--- config.mk ---
export PLATFORM = sky130hd
export DESIGN_NAME = bcd_to_binary_converter_flat
export DESIGN_NICKNAME = d
export VERILOG_FILES = /design/src/rtl/bcd_to_binary_converter_pkg.sv /design/src/rtl/bcd_to_binary_converter_if.sv /design/src/rtl/bcd_to_binary_converter_digit_adjust.sv /design/src/rtl/bcd_to_binary_converter.sv /design/src/flat_wrapper.sv
export SDC_FILE = /design/constraint.sdc
export NUM_CORES = 1
export LEC_CHECK = 0
export BUFFER_PORTS_ARGS = -buffer_cell sky130_fd_sc_hd__buf_2
export CORE_MARGIN = 2
export CORE_UTILIZATION = 33
export CTS_CLUSTER_SIZE = 8
export DETAILED_ROUTE_END_ITERATION = 12
export PLACE_DENSITY = 0.6
export SLEW_MARGIN = 25
export SYNTH_ARGS = -nofsm -noshare
export SYNTH_HDL_FRONTEND = slang
export SYNTH_HIERARCHICAL = 1
export SYNTH_SLANG_ARGS = --single-unit
--- constraint.sdc ---
create_clock -name clk -period 2.1 [get_ports clk]
set_clock_uncertainty 0.05 [all_clocks]
set_input_delay 0.21 -clock clk [delete_from_list [all_inputs] [get_ports clk]]
set_output_delay 0.21 -clock clk [all_outputs]
set_load 0.01 [all_outputs]
--- src/rtl/bcd_to_binary_converter_pkg.sv ---
// Shared definitions for the BCD-to-binary converter: FSM state encoding and
// the reverse double-dabble digit-adjust constants.
package bcd_to_binary_converter_pkg;

    typedef enum logic [1:0] {
        S_IDLE  = 2'd0,
        S_SHIFT = 2'd1,
        S_DONE  = 2'd2
    } state_e;

    localparam logic [3:0] BCD_MAX_DIGIT = 4'd9;
    localparam logic [3:0] ADJ_THRESH    = 4'd8;
    localparam logic [3:0] ADJ_SUB       = 4'd3;

    function automatic logic digit_is_bcd(input logic [3:0] d);
        return (d <= BCD_MAX_DIGIT);
    endfunction

endpackage

--- src/rtl/bcd_to_binary_converter_if.sv ---
// Start/done handshake and result bundle between digit entry and the converter.
interface bcd_to_binary_converter_if #(
    parameter int DIGITS = 3,
    parameter int BIN_W  = 8
);
    logic                  start;
    logic [4*DIGITS-1:0]   bcd_in;
    logic [BIN_W-1:0]      bin_out;
    logic                  busy;
    logic                  done;
    logic                  overflow;
    logic                  error;

    modport master (
        output start, bcd_in,
        input  bin_out, busy, done, overflow, error
    );

    modport slave (
        input  start, bcd_in,
        output bin_out, busy, done, overflow, error
    );
endinterface

--- src/rtl/bcd_to_binary_converter_digit_adjust.sv ---
// One BCD digit correction step of reverse double-dabble: digits >= 8 lose 3.
module bcd_to_binary_converter_digit_adjust
    import bcd_to_binary_converter_pkg::*;
(
    input  logic [3:0] digit_i,
    output logic [3:0] digit_o
);
    assign digit_o = (digit_i >= ADJ_THRESH) ? (digit_i - ADJ_SUB) : digit_i;
endmodule

--- src/rtl/bcd_to_binary_converter.sv ---
// Sequential reverse double-dabble BCD-to-binary converter, one shift per clock.
// Optional BCD_DIGIT_CHECK_EN rejects non-BCD digits with an error flag.
module bcd_to_binary_converter
    import bcd_to_binary_converter_pkg::*;
#(
    parameter int DIGITS = 3,
    parameter int BIN_W  = 8
) (
    input  logic                       clk,
    input  logic                       reset,
    bcd_to_binary_converter_if.slave   bus
);
    localparam int ACC_W = 4 * DIGITS;
    localparam int CNT_W = $clog2(ACC_W);
    localparam logic [CNT_W-1:0] CNT_LAST = CNT_W'(ACC_W - 1);

    state_e             state_q, state_d;
    logic [ACC_W-1:0]   bcd_q, bcd_d;
    logic [ACC_W-1:0]   acc_q, acc_d;
    logic [CNT_W-1:0]   cnt_q, cnt_d;
    logic [BIN_W-1:0]   bin_q, bin_d;
    logic               ovf_q, ovf_d;

    logic [2*ACC_W-1:0] shifted;
    logic [ACC_W-1:0]   bcd_adj;

    assign shifted = {bcd_q, acc_q} >> 1;

    for (genvar g = 0; g < DIGITS; g++) begin : g_adj
        bcd_to_binary_converter_digit_adjust u_adj (
            .digit_i (shifted[ACC_W + 4*g +: 4]),
            .digit_o (bcd_adj[4*g +: 4])
        );
    end

`ifdef BCD_DIGIT_CHECK_EN
    logic err_q, err_d;
    logic bad_digit;

    always_comb begin
        bad_digit = 1'b0;
        for (int i = 0; i < DIGITS; i++) begin
            if (!digit_is_bcd(bus.bcd_in[4*i +: 4])) bad_digit = 1'b1;
        end
    end
`endif

    always_comb begin
        state_d = state_q;
        bcd_d   = bcd_q;
        acc_d   = acc_q;
        cnt_d   = cnt_q;
        bin_d   = bin_q;
        ovf_d   = ovf_q;
`ifdef BCD_DIGIT_CHECK_EN
        err_d   = err_q;
`endif
        case (state_q)
            S_IDLE: begin
                if (bus.start) begin
                    bcd_d   = bus.bcd_in;
                    acc_d   = '0;
                    cnt_d   = '0;
                    state_d = S_SHIFT;
`ifdef BCD_DIGIT_CHECK_EN
                    err_d   = 1'b0;
                    if (bad_digit) begin
                        state_d = S_DONE;
                        err_d   = 1'b1;
                        bin_d   = '0;
                        ovf_d   = 1'b0;
                    end
`endif
                end
            end
            S_SHIFT: begin
                bcd_d = bcd_adj;
                acc_d = shifted[ACC_W-1:0];
                cnt_d = cnt_q + 1'b1;
                if (cnt_q == CNT_LAST) begin
                    state_d = S_DONE;
                    // Overflow judged on the full accumulator, not the truncated result.
                    if ((acc_d >> BIN_W) != '0) begin
                        bin_d = '1;
                        ovf_d = 1'b1;
                    end else begin
                        bin_d = acc_d[BIN_W-1:0];
                        ovf_d = 1'b0;
                    end
                end
            end
            S_DONE:  state_d = S_IDLE;
            default: state_d = S_IDLE;
        endcase
    end

    always_ff @(posedge clk or posedge reset) begin
        if (reset) begin
            state_q <= S_IDLE;
            bcd_q   <= '0;
            acc_q   <= '0;
            cnt_q   <= '0;
            bin_q   <= '0;
            ovf_q   <= 1'b0;
        end else begin
            state_q <= state_d;
            bcd_q   <= bcd_d;
            acc_q   <= acc_d;
            cnt_q   <= cnt_d;
            bin_q   <= bin_d;
            ovf_q   <= ovf_d;
        end
    end

`ifdef BCD_DIGIT_CHECK_EN
    always_ff @(posedge clk or posedge reset) begin
        if (reset) err_q <= 1'b0;
        else       err_q <= err_d;
    end
    assign bus.error = err_q;
`else
    assign bus.error = 1'b0;
`endif

    assign bus.bin_out  = bin_q;
    assign bus.overflow = ovf_q;
    assign bus.busy     = (state_q != S_IDLE);
    assign bus.done     = (state_q == S_DONE);

endmodule
--- src/flat_wrapper.sv ---
// flat-port wrapper written by rule: the top's interface ports become plain ports
module bcd_to_binary_converter_flat import bcd_to_binary_converter_pkg::*;
#(
    parameter int DIGITS = 3,
    parameter int BIN_W  = 8
)
  (clk, reset, bus_start, bus_bcd_in, bus_bin_out, bus_busy, bus_done, bus_overflow, bus_error);
  bcd_to_binary_converter_if #(.DIGITS(DIGITS), .BIN_W(BIN_W)) bus_i ();
  input  logic clk;
  input  logic reset;
  input wire logic [$bits(bus_i.start)-1:0] bus_start;
  input wire logic [$bits(bus_i.bcd_in)-1:0] bus_bcd_in;
  output wire logic [$bits(bus_i.bin_out)-1:0] bus_bin_out;
  output wire logic [$bits(bus_i.busy)-1:0] bus_busy;
  output wire logic [$bits(bus_i.done)-1:0] bus_done;
  output wire logic [$bits(bus_i.overflow)-1:0] bus_overflow;
  output wire logic [$bits(bus_i.error)-1:0] bus_error;
  assign bus_i.start = bus_start;
  assign bus_i.bcd_in = bus_bcd_in;
  assign bus_bin_out = bus_i.bin_out;
  assign bus_busy = bus_i.busy;
  assign bus_done = bus_i.done;
  assign bus_overflow = bus_i.overflow;
  assign bus_error = bus_i.error;
  bcd_to_binary_converter #(.DIGITS(DIGITS), .BIN_W(BIN_W)) u_core (.clk(clk), .reset(reset), .bus(bus_i));
endmodule
==> results.yml, run 1 <==
job:
  drv_cap: 0
power:
  power.switching_mw: 1.176
  seqPwrFrac_pct: 39.5
  combPwrFrac_pct: 38.8
  ir_drop_uv: 477.7
  p_int_mw: 2.243
  swShare_pct: 34.41
  powerDensity_nw_per_um2: 1458
  clkPwrFrac_pct: 21.7
  p_leak_nw: 1.119
grt:
  grt_overflow: 0
  grt_first_pass_wirelength_um: 6203
  grt_use_total_pct: 11.96
  grt_pass1_vias: 1347
  antenna_found_initial: 0
  grt_max_degree: 39
setup_path:
  ff2ff_path_depth: 4
  endpoint: "bus_busy"
  r2r_setup_slack_ns: 0.60
  crit_type: "flip-flop to primary output"
  worstPathMaxFanout: 11
  cp_data_required_time_ns: 1.84
  crit_path_end_kind: "primary output"
  start_kind: "flip-flop"
  startpoint: "u_core/state_q[1]$_DFFE_PP0P_"
  arrival_ns: 1.41
  rr_startpoint: "u_core/acc_q[11]$_DFFE_PP0P_"
  r2r_end: "u_core/bus.bin_out[0]$_DFFE_PP0P_"
route:
  dr.pass1.iters: 4
  drt-initial-drc-count: 63
  drt_wl_total_um: 3677
  post_drt_wl_per_cell_um: 12.64
  via_per_inst: 4.725
  postRouteAntennaNets: 0
  drcViolationCount: 0
  vias: 1375
timing:
  finalSetupTns_ns: 0
  fin_crit_ns: 1.672
  layout_setup_ws_ns: 0.4278
  fmax_mhz: 598.0
  rsz0062_at_grt: "false"
  setup_viol: 0
  period_share_pct: 79.63
  slew_violations: 0
  finalHoldViolCount: 0
floorplanning:
  floorplan.initialDensity_pct: 33.78
  die_y_um: 81.62
  die_area_um2: 6662
  rows: 28
  pin_count: 27
  core_region_area_um2: 5886
  die_x_um: 81.62
clock_network:
  cts_buffers: 5
  clockBufferDepth: 2
  clkTransAtPathRegs_ns: 0.08
  cts_resized: 0
  cts_tree: "done"
  h-tree-depth: 2
  clk_latency_ns: 0.29
  cts_sinks: 38
  cts_root_buf: "clkbuf_8"
cells_and_area:
  antenna_cells: 0
  fin_nets: 237
  drive_above_1_share_pct: 25.46
  syn2layout_area_growth_pct: 17.94
synthesis:
  syn_inst: 183
  ys.warnings.count: 6
  netlist_area_um2: 1988
  ys_seq_elements: 38
  async_reset_ff_share_pct: 100.0
  synth_ff_type: "dfrtp_1"
  avgSynthCellArea_um2: 10.86
  synth.yosys.seq_area_share_pct: 47.83
  synth_cell_type_count: 34
  synth_edf_count: 0
placement:
  dp_hpwl_um: 2359
  io_buffers: 25
  gpl.final_weighted_congestion: 0.7306
  pre_cts_ws_ns: 0.6064
hold_path:
  min_path_type: "primary input to flip-flop"
status:
  status: "complete, no violations"
==> through the flow <==
step / hold WS (ns) / instances / power (mW) / area, um2 / util [%]
floorplan: 0.3524 / 188 / 2.372 / 2007 / -
global placement: 0.3067 / 282 / 2.675 / 2197 / 37.33
detailed placement: 0.3046 / 282 / 2.695 / 2197 / 37.33
CTS: 0.1758 / 291 / 3.455 / 2345 / 39.84
global route: 0.2026 / 291 / 3.714 / 2345 / 39.84
finish: 0.1709 / 291 / 3.419 / 2345 / 39.84
==> cell families (layout without fill, tap and decap cells) <==
logic type	count (synthesis)	after routing	share of synthesized area (%)
flops	38	38	47.83
simple gates	48	48	16.05
xor+xnor	6	6	2.644
buf+inv	22	50	5.601
mux	10	10	7.112
fa+ha+maj	7	7	4.405
compound gates	51	51	16.17
other cells	1	6	0.1886
==> registers in the layout (all words and copies together) (netlist names) <==
signal and flops:
u_core/bus.overflow 1, u_core/cnt_q 4, u_core/bus.bin_out 8, u_core/state_q 2
u_core/acc_q 11, u_core/bcd_q 12
==> worst min-delay path by stage <==
stage / startpoint / to / depth (start not counted)
2_1_floorplan: reset / u_core/acc_q[10]$_DFFE_PP0P_ / 1
3_3_place_gp: reset / u_core/state_q[0]$_DFFE_PP0P_ / 3
3_5_place_dp: reset / u_core/bus.bin_out[0]$_DFFE_PP0P_ / 3
4_1_cts: bus_bcd_in[1] / u_core/bcd_q[1]$_DFFE_PP0P_ / 3
5_1_grt: bus_bcd_in[10] / u_core/bcd_q[10]$_DFFE_PP0P_ / 3
6_report: bus_bcd_in[1] / u_core/bcd_q[1]$_DFFE_PP0P_ / 3
==> synth_stat cells (2+ instances only) <==
master | count | area [um2]
buf_2 | 2 | 10.01
xnor2_1 | 3 | 26.28
mux2_4 | 8 | 120.1
a22oi_1 | 3 | 22.52
clkbuf_1 | 6 | 22.52
xor2_1 | 3 | 26.28
o21ai_1 | 10 | 50.05
nand2_1 | 13 | 48.80
nor2b_1 | 9 | 56.30
o21ai_0 | 7 | 35.03
buf_6 | 3 | 33.78
dfrtp_1 | 38 | 950.9
a22o_2 | 2 | 20.02
or2b_1 | 8 | 60.06
a41oi_1 | 2 | 17.52
a22o_1 | 10 | 87.58
and3b_1 | 9 | 78.83
ha_1 | 7 | 87.58
nand2b_1 | 3 | 18.77
inv_1 | 9 | 33.78
a21oi_1 | 15 | 75.07
==> placed cells by master, fill, tap and decap left out, types with 2 or more instances in the layout <==
| master | instances |
|---|---|
| mux2_4 | 8 |
| xor2_1 | 3 |
| xnor2_1 | 3 |
| dfrtp_1 | 38 |
| clkbuf_8 | 5 |
| a41oi_1 | 2 |
| a22o_1 | 10 |
| a22o_2 | 2 |
| or2b_1 | 8 |
| conb_1 | 6 |
| inv_1 | 9 |
| buf_2 | 25 |
| ha_1 | 7 |
| bufinv_16 | 2 |
| a21oi_1 | 15 |
| nor2b_1 | 9 |
| o21ai_1 | 10 |
| nand2b_1 | 3 |
| a22oi_1 | 3 |
| o21ai_0 | 7 |
| and3b_1 | 9 |
| buf_4 | 6 |
| nand2_1 | 13 |
==> worst max-delay path, stage by stage (launching register included) <==
cell	delay [ns]
dfrtp_1	0.49
buf_4	0.23
or2_2	0.27
buf_2	0.14
==> per-layer routing <==
layer  vias to the layer above  global-route usage, %  share of wire (%)
li1                        686                      -                  -
met4                         0                  4.500                1.6
met2                        12                  19.43                 47
met3                         5                  2.198                2.6
met1                       672                  15.91                 49
met5                         -                      0                  0
==> timing repair <==
item,CTS,global route
hold buffers,1,0
hold endpoints to repair,29,0
buffers inserted,0,0
==> layout make-up <==
cell class / instances / area, um2
Fill cell: 585 / 3541
Tap cell: 75 / 93.84
Clock inverter: 3 / 68.82
Timing Repair Buffer: 32 / 180.2
Sequential cell: 38 / 950.9
Clock buffer: 5 / 68.82
Multi-Input combinational cell: 128 / 944.7
Inverter: 10 / 37.54
==> power groups by stage <==
stage | logic [mW] | registers (mW) | clock network [mW]
floorplan | 1.05 | 1.32 | 0
global placement | 1.31 | 1.36 | 0
detailed placement | 1.33 | 1.36 | 0
CTS | 1.34 | 1.36 | 0.760
global route | 1.52 | 1.40 | 0.794
finish | 1.33 | 1.35 | 0.743
Power figures use the tool's default switching activity.
==> run 2, diff against run 1 <==
==> constraint.sdc (replaced) <==
create_clock -name clk -period 1.56 [get_ports clk]
set_clock_uncertainty 0.05 [all_clocks]
set_input_delay 0.156 -clock clk [delete_from_list [all_inputs] [get_ports clk]]
set_output_delay 0.156 -clock clk [all_outputs]
set_load 0.01 [all_outputs]
==> run 2 against run 1 <==
Cell count grew 1.4%. Sequential power is 33% higher. Sequential share of layout area decreased by 0.64 points. Cell area rose by 1.6%. Clock power grew 34%. Largest power group is now combinational logic. Flip-flop and latch count unchanged. Worst setup slack got worse by 0.38 ns. Critical path depth unchanged. Core utilization up 0.64 points. Global-route usage shrank 0.17 points.
==> results.yml, run 2 (synthesized netlist as in run 1, its figures left out) <==
status:
  status: "complete, no violations"
cells_and_area:
  fin_nets: 241
  fillers: 569
  finish.utilization_pct: 40.48
  largest_reg_flops: 12
  top_register: "u_core/bcd_q"
  syn2layout_area_growth_pct: 19.82
  multi_input_area_um2: 944.7
  final_common_cell: "dfrtp_1"
  antenna_cells: 0
  drive_above_1_share_pct: 26.82
  mostFrequentLayoutCells: "dfrtp_1, buf_2, a21oi_1"
  final-seq-area_um2: 950.9
  fin_cells: 295
clock_network:
  clk_latency_ns: 0.29
  clockBufferDepth: 2
  cts_tree: "done"
  cts_sinks: 38
  cts_buffers: 5
  cts_root_buf: "clkbuf_8"
  h-tree-depth: 2
  clkTransAtPathRegs_ns: 0.08
power:
  ir_drop_uv: 734.6
  total_power_mw: 4.649
  powerDensity_nw_per_um2: 1952
  p_leak_nw: 1.142
setup_path:
  slowest_delay_ns: 0.44
  start_kind: "flip-flop"
  cp_data_required_time_ns: 1.35
  crit_path_end_kind: "primary output"
  arrival_ns: 1.30
  crit_type: "flip-flop to primary output"
  rr_startpoint: "u_core/acc_q[11]$_DFFE_PP0P_"
  worstPathMaxFanout: 12
  slowest_stage: "dfrtp_1"
  r2r_setup_slack_ns: 0.06
  r2r_end: "u_core/bus.bin_out[6]$_DFFE_PP0P_"
  path_cells: "buf_6 -> or2_2 -> buf_2"
  ff2ff_path_depth: 4
route:
  postRouteAntennaNets: 0
  via_per_inst: 4.647
  vias: 1371
  drt-initial-drc-count: 89
  dr.pass1.iters: 4
  drcViolationCount: 0
  drt_wl_total_um: 3585
  post_drt_wl_per_cell_um: 12.15
placement:
  dp_hpwl_um: 2388
  dp.cells: 285
  gpl.final_weighted_congestion: 0.7560
  io_buffers: 25
floorplanning:
  pin_count: 27
  core_region_area_um2: 5886
  die_area_um2: 6662
  die_x_um: 81.62
  floorplan.initialDensity_pct: 33.78
  die_y_um: 81.62
  rows: 28
hold_path:
  hp-start: "bus_bcd_in[1]"
  whs_path_depth: 3
  min_path_type: "primary input to flip-flop"
  min_to: "u_core/bcd_q[1]$_DFFE_PP0P_"
timing:
  fin_crit_ns: 1.508
  rsz0062_at_grt: "true"
  slew_violations: 0
  finalHoldViolCount: 0
  period_share_pct: 96.70
  setup_viol: 0
  fmax_mhz: 662.9
grt:
  grt_use_total_pct: 11.80
  grt_max_degree: 39
  grt_first_pass_wirelength_um: 6044
  grt_overflow: 0
  grt_pass1_vias: 1301
  antenna_found_initial: 0
job:
  drv_cap: 0
-- run 2: power by group --
| group | switching (mW) | internal [mW] |
|---|---|---|
| logic | 0.843 | 1.02 |
| clock network | 0.353 | 0.641 |
| registers | 0.375 | 1.42 |
| total | 1.57 | 3.08 |
-- run 2: stage by stage --
step	setup WS, ns	area [um2]	hold slack (ns)	setup TNS (ns)
finish	0.05154	2382	0.1160	0
global route	-0.03186	2382	0.1166	-0.1021
CTS	0.01161	2367	0.1194	0
detailed placement	0.06280	2220	0.2509	0
global placement	0.09527	2220	0.2535	0
floorplan	0.009236	2007	0.2984	0
-- run 2: worst max-delay path, delay by kind of cell (launching register included) --
| kind | cells | cell delay (ns) |
|---|---|---|
| flip-flops | 1 | 0.44 |
| buffers and inverters | 2 | 0.31 |
| AND/OR/NAND/NOR | 1 | 0.26 |
-- run 2: worst max-delay path by stage --
stage                     cells past startpoint  slack, ns                           from                           endpoint
final                                         3       0.05  u_core/state_q[1]$_DFFE_PP0P_                           bus_busy
after global routing                          4      -0.03   u_core/acc_q[11]$_DFFE_PP0P_  u_core/bus.bin_out[7]$_DFFE_PP0P_
after CTS                                     3       0.01  u_core/state_q[0]$_DFFE_PP0P_                           bus_busy
after detailed placement                      4       0.06   u_core/acc_q[11]$_DFFE_PP0P_  u_core/bus.bin_out[6]$_DFFE_PP0P_
after global placement                        4        0.1   u_core/acc_q[11]$_DFFE_PP0P_  u_core/bus.bin_out[0]$_DFFE_PP0P_
after floorplan                               6      0.009  u_core/state_q[1]$_DFFE_PP0P_  u_core/bus.bin_out[0]$_DFFE_PP0P_
-- run 2: final cells by class --
cell class / count / area share, %
Clock buffer: 5 / 2.889
Clock inverter: 3 / 2.889
Tap cell: 75 / 3.939
Sequential cell: 38 / 39.92
Inverter: 10 / 1.576
Timing Repair Buffer: 36 / 9.139
Multi-Input combinational cell: 128 / 39.65
-- run 2: metal layers --
metal	part of all wire, %	vias to the layer above	track usage [%]
li1	-	695	-
met1	48	657	15.48
met2	47	15	18.61
met3	2.7	4	2.527
met4	1.7	0	5.500
met5	0	-	0
-- run 2: repair_timing --
action,CTS,global route
resized for setup,0,2
buffers inserted,0,1
hold endpoints to repair,38,0
hold buffers,1,0
setup endpoints to repair,0,9
